`config.mk`:
```
export PLATFORM = sky130hd
export DESIGN_NAME = load_store_unit
export DESIGN_NICKNAME = d
export VERILOG_FILES = /design/src/rtl/lsu_pkg.sv /design/src/rtl/lsu_lane_align.sv /design/src/rtl/load_store_unit.sv
export SDC_FILE = /design/constraint.sdc
export NUM_CORES = 1
export LEC_CHECK = 0
export CAP_MARGIN = 20
export CORE_ASPECT_RATIO = 2
export CORE_MARGIN = 2
export CORE_UTILIZATION = 30
export DETAILED_ROUTE_END_ITERATION = 16
export PLACE_DENSITY = 0.65
export SYNTH_ARGS = -nofsm -noshare
export SYNTH_HDL_FRONTEND = slang
export SYNTH_SLANG_ARGS = --single-unit
```
`constraint.sdc`:
```
create_clock -name clk -period 3.34 [get_ports clk]
set_clock_uncertainty 0.15 [all_clocks]
set_input_delay 0.334 -clock clk [delete_from_list [all_inputs] [get_ports clk]]
set_output_delay 0.334 -clock clk [all_outputs]
set_load 0.02 [all_outputs]
```
`src/rtl/lsu_pkg.sv`:
```
// Shared definitions for the load/store unit: funct3 encodings, FSM states
// and the access-size helper used by the fault check.
package lsu_pkg;

    localparam logic [2:0] F3_B  = 3'b000;
    localparam logic [2:0] F3_H  = 3'b001;
    localparam logic [2:0] F3_W  = 3'b010;
    localparam logic [2:0] F3_BU = 3'b100;
    localparam logic [2:0] F3_HU = 3'b101;

    typedef enum logic [2:0] {
        ST_IDLE,
        ST_LOAD,
        ST_RMW_RD,
        ST_STORE,
        ST_RESP
    } lsu_state_t;

    // Bytes touched by an access; the low two funct3 bits encode the width.
    function automatic logic [2:0] access_size(input logic [2:0] funct3);
        case (funct3[1:0])
            2'b00:   return 3'd1;
            2'b01:   return 3'd2;
            default: return 3'd4;
        endcase
    endfunction

endpackage

```
`src/rtl/lsu_lane_align.sv`:
```
// Byte-lane steering between a memory word and the register file.
// The load path extracts and extends one lane; the store path merges new
// sub-word data into a word read back from memory.
module lsu_lane_align
    import lsu_pkg::*;
(
    input  logic [2:0]  funct3,
    input  logic [1:0]  byte_off,
    input  logic [31:0] word,
    input  logic [31:0] wdata,
    output logic [31:0] load_data,
    output logic [31:0] merged_word
);

    logic [7:0]  byte_lane;
    logic [15:0] half_lane;

    // Pick the addressed byte/halfword out of the memory word.
    always_comb begin
        byte_lane = word[{byte_off, 3'b000} +: 8];
        half_lane = byte_off[1] ? word[31:16] : word[15:0];
    end

    // Extend the selected lane to 32 bits according to the load type.
    always_comb begin
        case (funct3)
            F3_B:    load_data = {{24{byte_lane[7]}}, byte_lane};
            F3_BU:   load_data = {24'h0, byte_lane};
            F3_H:    load_data = {{16{half_lane[15]}}, half_lane};
            F3_HU:   load_data = {16'h0, half_lane};
            default: load_data = word;
        endcase
    end

    // Overlay store data onto the addressed lane of the old word.
    always_comb begin
        // NOTE: every output of a combinational block gets a value before any
        // conditional overwrite; a path that leaves it unassigned infers a latch.
        merged_word = word;
        case (funct3[1:0])
            2'b00: merged_word[{byte_off, 3'b000} +: 8] = wdata[7:0];
            2'b01: begin
                if (byte_off[1]) merged_word[31:16] = wdata[15:0];
                else             merged_word[15:0]  = wdata[15:0];
            end
            default: merged_word = wdata;
        endcase
    end

endmodule

```
`src/rtl/load_store_unit.sv`:
```
// CPU data-memory initiator. Takes one load/store at a time, drives a
// combinational-read / clocked-write word memory, and performs sub-word
// stores as read-modify-write. Illegal, misaligned and out-of-range
// requests answer with a fault and never strobe the memory.
module load_store_unit
    import lsu_pkg::*;
#(
    parameter int unsigned MEM_BYTES = 4096
) (
    input  logic        clk,
    input  logic        reset_n,
    input  logic        req_valid,
    output logic        req_ready,
    input  logic        req_write,
    input  logic [2:0]  req_funct3,
    input  logic [31:0] req_addr,
    input  logic [31:0] req_wdata,
    output logic        rsp_valid,
    output logic [31:0] rsp_rdata,
    output logic        rsp_fault,
    output logic [31:0] mem_address,
    output logic [31:0] mem_write_data,
    output logic        mem_write,
    output logic        mem_read,
    input  logic [31:0] mem_read_data
);

    lsu_state_t  state_q, state_d;

    logic        write_q;
    logic [2:0]  funct3_q;
    logic [31:0] addr_q;
    logic [31:0] data_q;     // store data, then merged word or load result
    logic        fault_q;

    logic        accept;
    logic        bad_funct3;
    logic        misaligned;
    logic        out_of_range;
    logic        fault;
    logic [2:0]  size;
    logic [32:0] end_addr;

    logic [31:0] load_data;
    logic [31:0] merged_word;

    assign accept = req_valid && (state_q == ST_IDLE);

    // Classify the incoming request; the 33-bit end address keeps a request
    // near the top of the 32-bit space from wrapping back into range.
    always_comb begin
        size       = access_size(req_funct3);
        end_addr   = {1'b0, req_addr} + 33'(size);
        if (req_write)
            bad_funct3 = !(req_funct3 inside {F3_B, F3_H, F3_W});
        else
            bad_funct3 = req_funct3 inside {3'b011, 3'b110, 3'b111};
        misaligned   = ((size == 3'd2) && req_addr[0]) ||
                       ((size == 3'd4) && (req_addr[1:0] != 2'b00));
        out_of_range = end_addr > 33'(MEM_BYTES);
        fault        = bad_funct3 || misaligned || out_of_range;
    end

    lsu_lane_align u_lane_align (
        .funct3      (funct3_q),
        .byte_off    (addr_q[1:0]),
        .word        (mem_read_data),
        .wdata       (data_q),
        .load_data   (load_data),
        .merged_word (merged_word)
    );

    // State register.
    always_ff @(posedge clk or negedge reset_n) begin
        // NOTE: clocked state uses non-blocking assignments so every register
        // samples pre-edge values regardless of statement order.
        if (!reset_n) state_q <= ST_IDLE;
        else          state_q <= state_d;
    end

    // Next-state selection.
    always_comb begin
        state_d = state_q;
        case (state_q)
            ST_IDLE: begin
                if (accept) begin
                    if (fault)                     state_d = ST_RESP;
                    else if (!req_write)           state_d = ST_LOAD;
                    else if (req_funct3 == F3_W)   state_d = ST_STORE;
                    else                           state_d = ST_RMW_RD;
                end
            end
            ST_LOAD:   state_d = ST_RESP;
            ST_RMW_RD: state_d = ST_STORE;
            ST_STORE:  state_d = ST_RESP;
            ST_RESP:   state_d = ST_IDLE;
            default:   state_d = ST_IDLE;
        endcase
    end

    // Request capture at acceptance and data updates in LOAD / RMW_RD.
    always_ff @(posedge clk or negedge reset_n) begin
        if (!reset_n) begin
            write_q  <= 1'b0;
            funct3_q <= 3'b000;
            addr_q   <= 32'h0;
            data_q   <= 32'h0;
            fault_q  <= 1'b0;
        end else begin
            case (state_q)
                ST_IDLE: begin
                    if (accept) begin
                        write_q  <= req_write;
                        funct3_q <= req_funct3;
                        addr_q   <= req_addr;
                        data_q   <= req_wdata;
                        fault_q  <= fault;
                    end
                end
                ST_LOAD:   data_q <= load_data;
                ST_RMW_RD: data_q <= merged_word;
                default:   ;
            endcase
        end
    end

    // Outputs decoded from state; address and data are zero without a strobe.
    always_comb begin
        req_ready      = (state_q == ST_IDLE);
        mem_read       = (state_q == ST_LOAD) || (state_q == ST_RMW_RD);
        mem_write      = (state_q == ST_STORE);
        mem_address    = 32'h0;
        mem_write_data = 32'h0;
        rsp_valid      = (state_q == ST_RESP);
        rsp_fault      = 1'b0;
        rsp_rdata      = 32'h0;
        if (mem_read || mem_write)
            mem_address = {addr_q[31:2], 2'b00};
        if (mem_write)
            mem_write_data = data_q;
        if (rsp_valid) begin
            rsp_fault = fault_q;
            if (!fault_q && !write_q)
                rsp_rdata = data_q;
        end
    end

endmodule
```
==> metrics.csv <==
stage;metric;value;unit
finish;synthToLayoutAreaGrowth;50.09;%
grt;grt-ovfl-total;0;
sta;period_minus_slack;3092;ps
clock_tree;cts.sinks;72;
setup_path;reg2regPathDepth;8;
detailed_routing;postRouteAntennaNets;0;
yosys;synth_adder_area_share;2.194;%
clock_tree;cts.reportedPaths.clkPinSlew;60;ps
finish;instances_no_fill;1084;
floorplanning;die_w;99.53;um
yosys;synth_xor_xnor_area_share;0.3199;%
sta;setup_viol;0;
sta;worstMarginPinSlew;965.8;ps
clock_tree;cts_resized;0;
setup_path;start_kind;input pin;
yosys;synth_top_family_by_area;simple AND/OR/NAND/NOR gates;
place;port_buffers;201;
sta;hold_viol;7;
yosys;synth_compound_area_share;24.11;%
power;switching_power;862.6;uW
grt;grt_max_degree;73;
detailed_routing;first_iter_violations;299;
sta;relSlewSlack;35.62;%
finish;mostFrequentLayoutCells;clkdlybuf4s50_1, dfrtp_1, and2_1;
yosys;syn_area_per_cell;8.321;um2
clock_tree;cts_tree;built;
place;place_inst;1069;
floorplanning;die_area;19410;um2
clock_tree;numCtsBuffers;9;
finish;diodes;0;
power;p_comb_share;24.3;%
place;dp_slack;-89.18;ps
floorplanning;chipHeight;195.1;um
finish;nets;979;
sta;fmax;0.3234;GHz
setup_path;cp.required;3410;ps
grt;antenna_found_initial;0;
clock_tree;cts_hold_buffers;0;
sta;final.setup.worst_slack;248.2;ps
place;gp_congestion;0.9905;
yosys;ys_ff_latch;72;
yosys;synthFlopType;dfrtp_1;
setup_path;critPathLaunch;req_funct3[0];
sta;tns;0;ps
yosys;postSynthCellCount;658;
yosys;synth_enable_flop_cells;0;
setup_path;critPathKind;in -> reg;
yosys;yosysSeqAreaShare;32.91;%
detailed_routing;routedWlPerCell;20.89;um
detailed_routing;vias;5994;
place;hpwl;17940;um
grt;grtUsageTotal;23.19;%
detailed_routing;drc;0;
floorplanning;rows;69;
power;p_total;2.851;mW
yosys;synth.distinct_cells;66;
power;p_seq_share;38.3;%
power;sw_frac_of_total;30.25;%
power;power.density;347.0;nW/um2
clock_tree;cts_root_buf;clkbuf_16;
power;p_clk_share;37.5;%
power;p_leak;3.334;nW
grt;grt_pass1_wl;34740;um
detailed_routing;drt-pass1-iter-count;6;
sta;finalCritPeriodShare;92.57;%
yosys;synthSimpleGateAreaFrac;27.97;%
job;drv_cap;0;
setup_path;endpoint_kind;flip-flop;
yosys;synth_mux_area_share;7.564;%
setup_path;arrival;3160;ps
finish;final_common_cell;clkdlybuf4s50_1;
setup_path;cp_max_fo;4;
power;ir_worst_vdd;0.2325;mV
floorplanning;start_util;30.64;%
sta;slew_violations;0;
run_status;status;complete, but fails checks;
setup_path;r2r-start;addr_q[1];
finish;drive_gt1_share;12.97;%
worst_hold_path;min_path_type;in -> async;
clock_tree;clk_latency;340;ps
run_status;violations;hold timing;
yosys;syn-cell-area;5475;um2
yosys;yosys_warnings;0;
sta;rsz0062_at_grt;no;
yosys;async_reset_ff_share;100.0;%
clock_tree;postCtsSetupRepairBufs;0;
floorplanning;core;17870;um2
power;p_int;1.989;mW
grt;grt_pass1_vias;6033;
sta;hold_ws;-17.41;ps
floorplanning;ioPinCount;204;
clock_tree;clockBufferDepth;2;
detailed_routing;viasPerCell;5.530;
clock_tree;h-tree-depth;3;
detailed_routing;drt_wl_total;22650;um
-- state kept, by name (all words and copies together) (netlist names) --
| register | flops |
|---|---|
| data_q | 32 |
| fault_q | 1 |
| funct3_q | 3 |
| state_q | 3 |
| addr_q | 32 |
| write_q | 1 |
-- worst max-delay path, stage by stage --
cell and delay (ps):
clkdlybuf4s50_1 490, nor2_1 60, ha_1 200, fa_1 430
xor2_1 180, a2111oi_2 420, o211ai_1 180, nor4_1 260
a2111o_1 150, nand4_2 160, mux2_2 300
-- cells by family after synthesis --
kind of cell             count (synthesis)
flip-flops                              72
multiplexers                            37
other                                    1
AND/OR/NAND/NOR                        286
buffers and inverters                   67
adder cells (fa/ha/maj)                  9
XOR/XNOR                                 2
AO/OA/AOI/OAI                          184
-- metrics by stage --
step | utilization (%) | instance area, um2 | hold WS [ps]
2_1_floorplan | - | 5479 | -111.6
3_3_place_gp | 44.19 | 7898 | 332.3
3_5_place_dp | 44.19 | 7898 | 337.9
4_1_cts | 45.98 | 8218 | 44.20
5_1_grt | 45.98 | 8218 | 70.01
6_report | 45.98 | 8218 | -17.41
-- Yosys cell counts, types with 3 or more instances --
library cell   n  area share [%]
a21oi_1       42             3.8
a221oi_1      18             2.9
a222oi_1      16             2.9
a22o_1        23             3.7
a31oi_1        9             1.0
and2_1        64             7.3
and3_1        36             4.1
and4_1         3            0.48
buf_2          3            0.27
buf_4          3            0.41
clkbuf_1      38             2.6
dfrtp_1       72              33
ha_1           8             1.8
inv_1         22             1.5
mux2_2        35             7.2
nand2_1       50             3.4
nand2b_1      12             1.4
nand3_1        9            0.82
nand4_1        4            0.46
nor2_1        64             4.4
nor3_1        18             1.6
nor4_1         4            0.46
o211ai_1       4            0.55
o21ai_0       39             3.6
or3_1          5            0.57
-- layer usage --
layer	track usage, %	share of wire (%)	wire [um]
met2	46.37	58	13200
met3	2.899	4.5	1027
met4	12.89	5.7	1296
met5	0	0	0
met1	21.64	31	7130
-- power groups by stage --
stage                     clock network [mW]  registers (mW)  logic, mW
final                                   1.07            1.09      0.692
after global routing                    1.13            1.11      0.756
after CTS                               1.10            1.09      0.692
after detailed placement                   0            1.11      0.689
after global placement                     0            1.10      0.682
after floorplan                            0            1.06      0.377
-- layout make-up --
| class | count | area (um2) |
|---|---|---|
| Clock buffer | 10 | 239.0 |
| Clock inverter | 5 | 81.33 |
| Fill cell | 1753 | 9653 |
| Inverter | 22 | 82.58 |
| Multi-Input combinational cell | 520 | 3430 |
| Sequential cell | 72 | 1802 |
| Tap cell | 213 | 266.5 |
| Timing Repair Buffer | 242 | 2317 |
-- worst paths after layout --
kind                                   end  slack (ps)
worst max register to register  data_q[15]         470
worst max-delay path               fault_q         250
worst min register to register  addr_q[31]         350
max in group asynchronous       addr_q[25]        2410
min in group clk                addr_q[31]         350
worst min-delay path            data_q[18]         -20
Note: power is estimated with default switching activity, not from simulation.
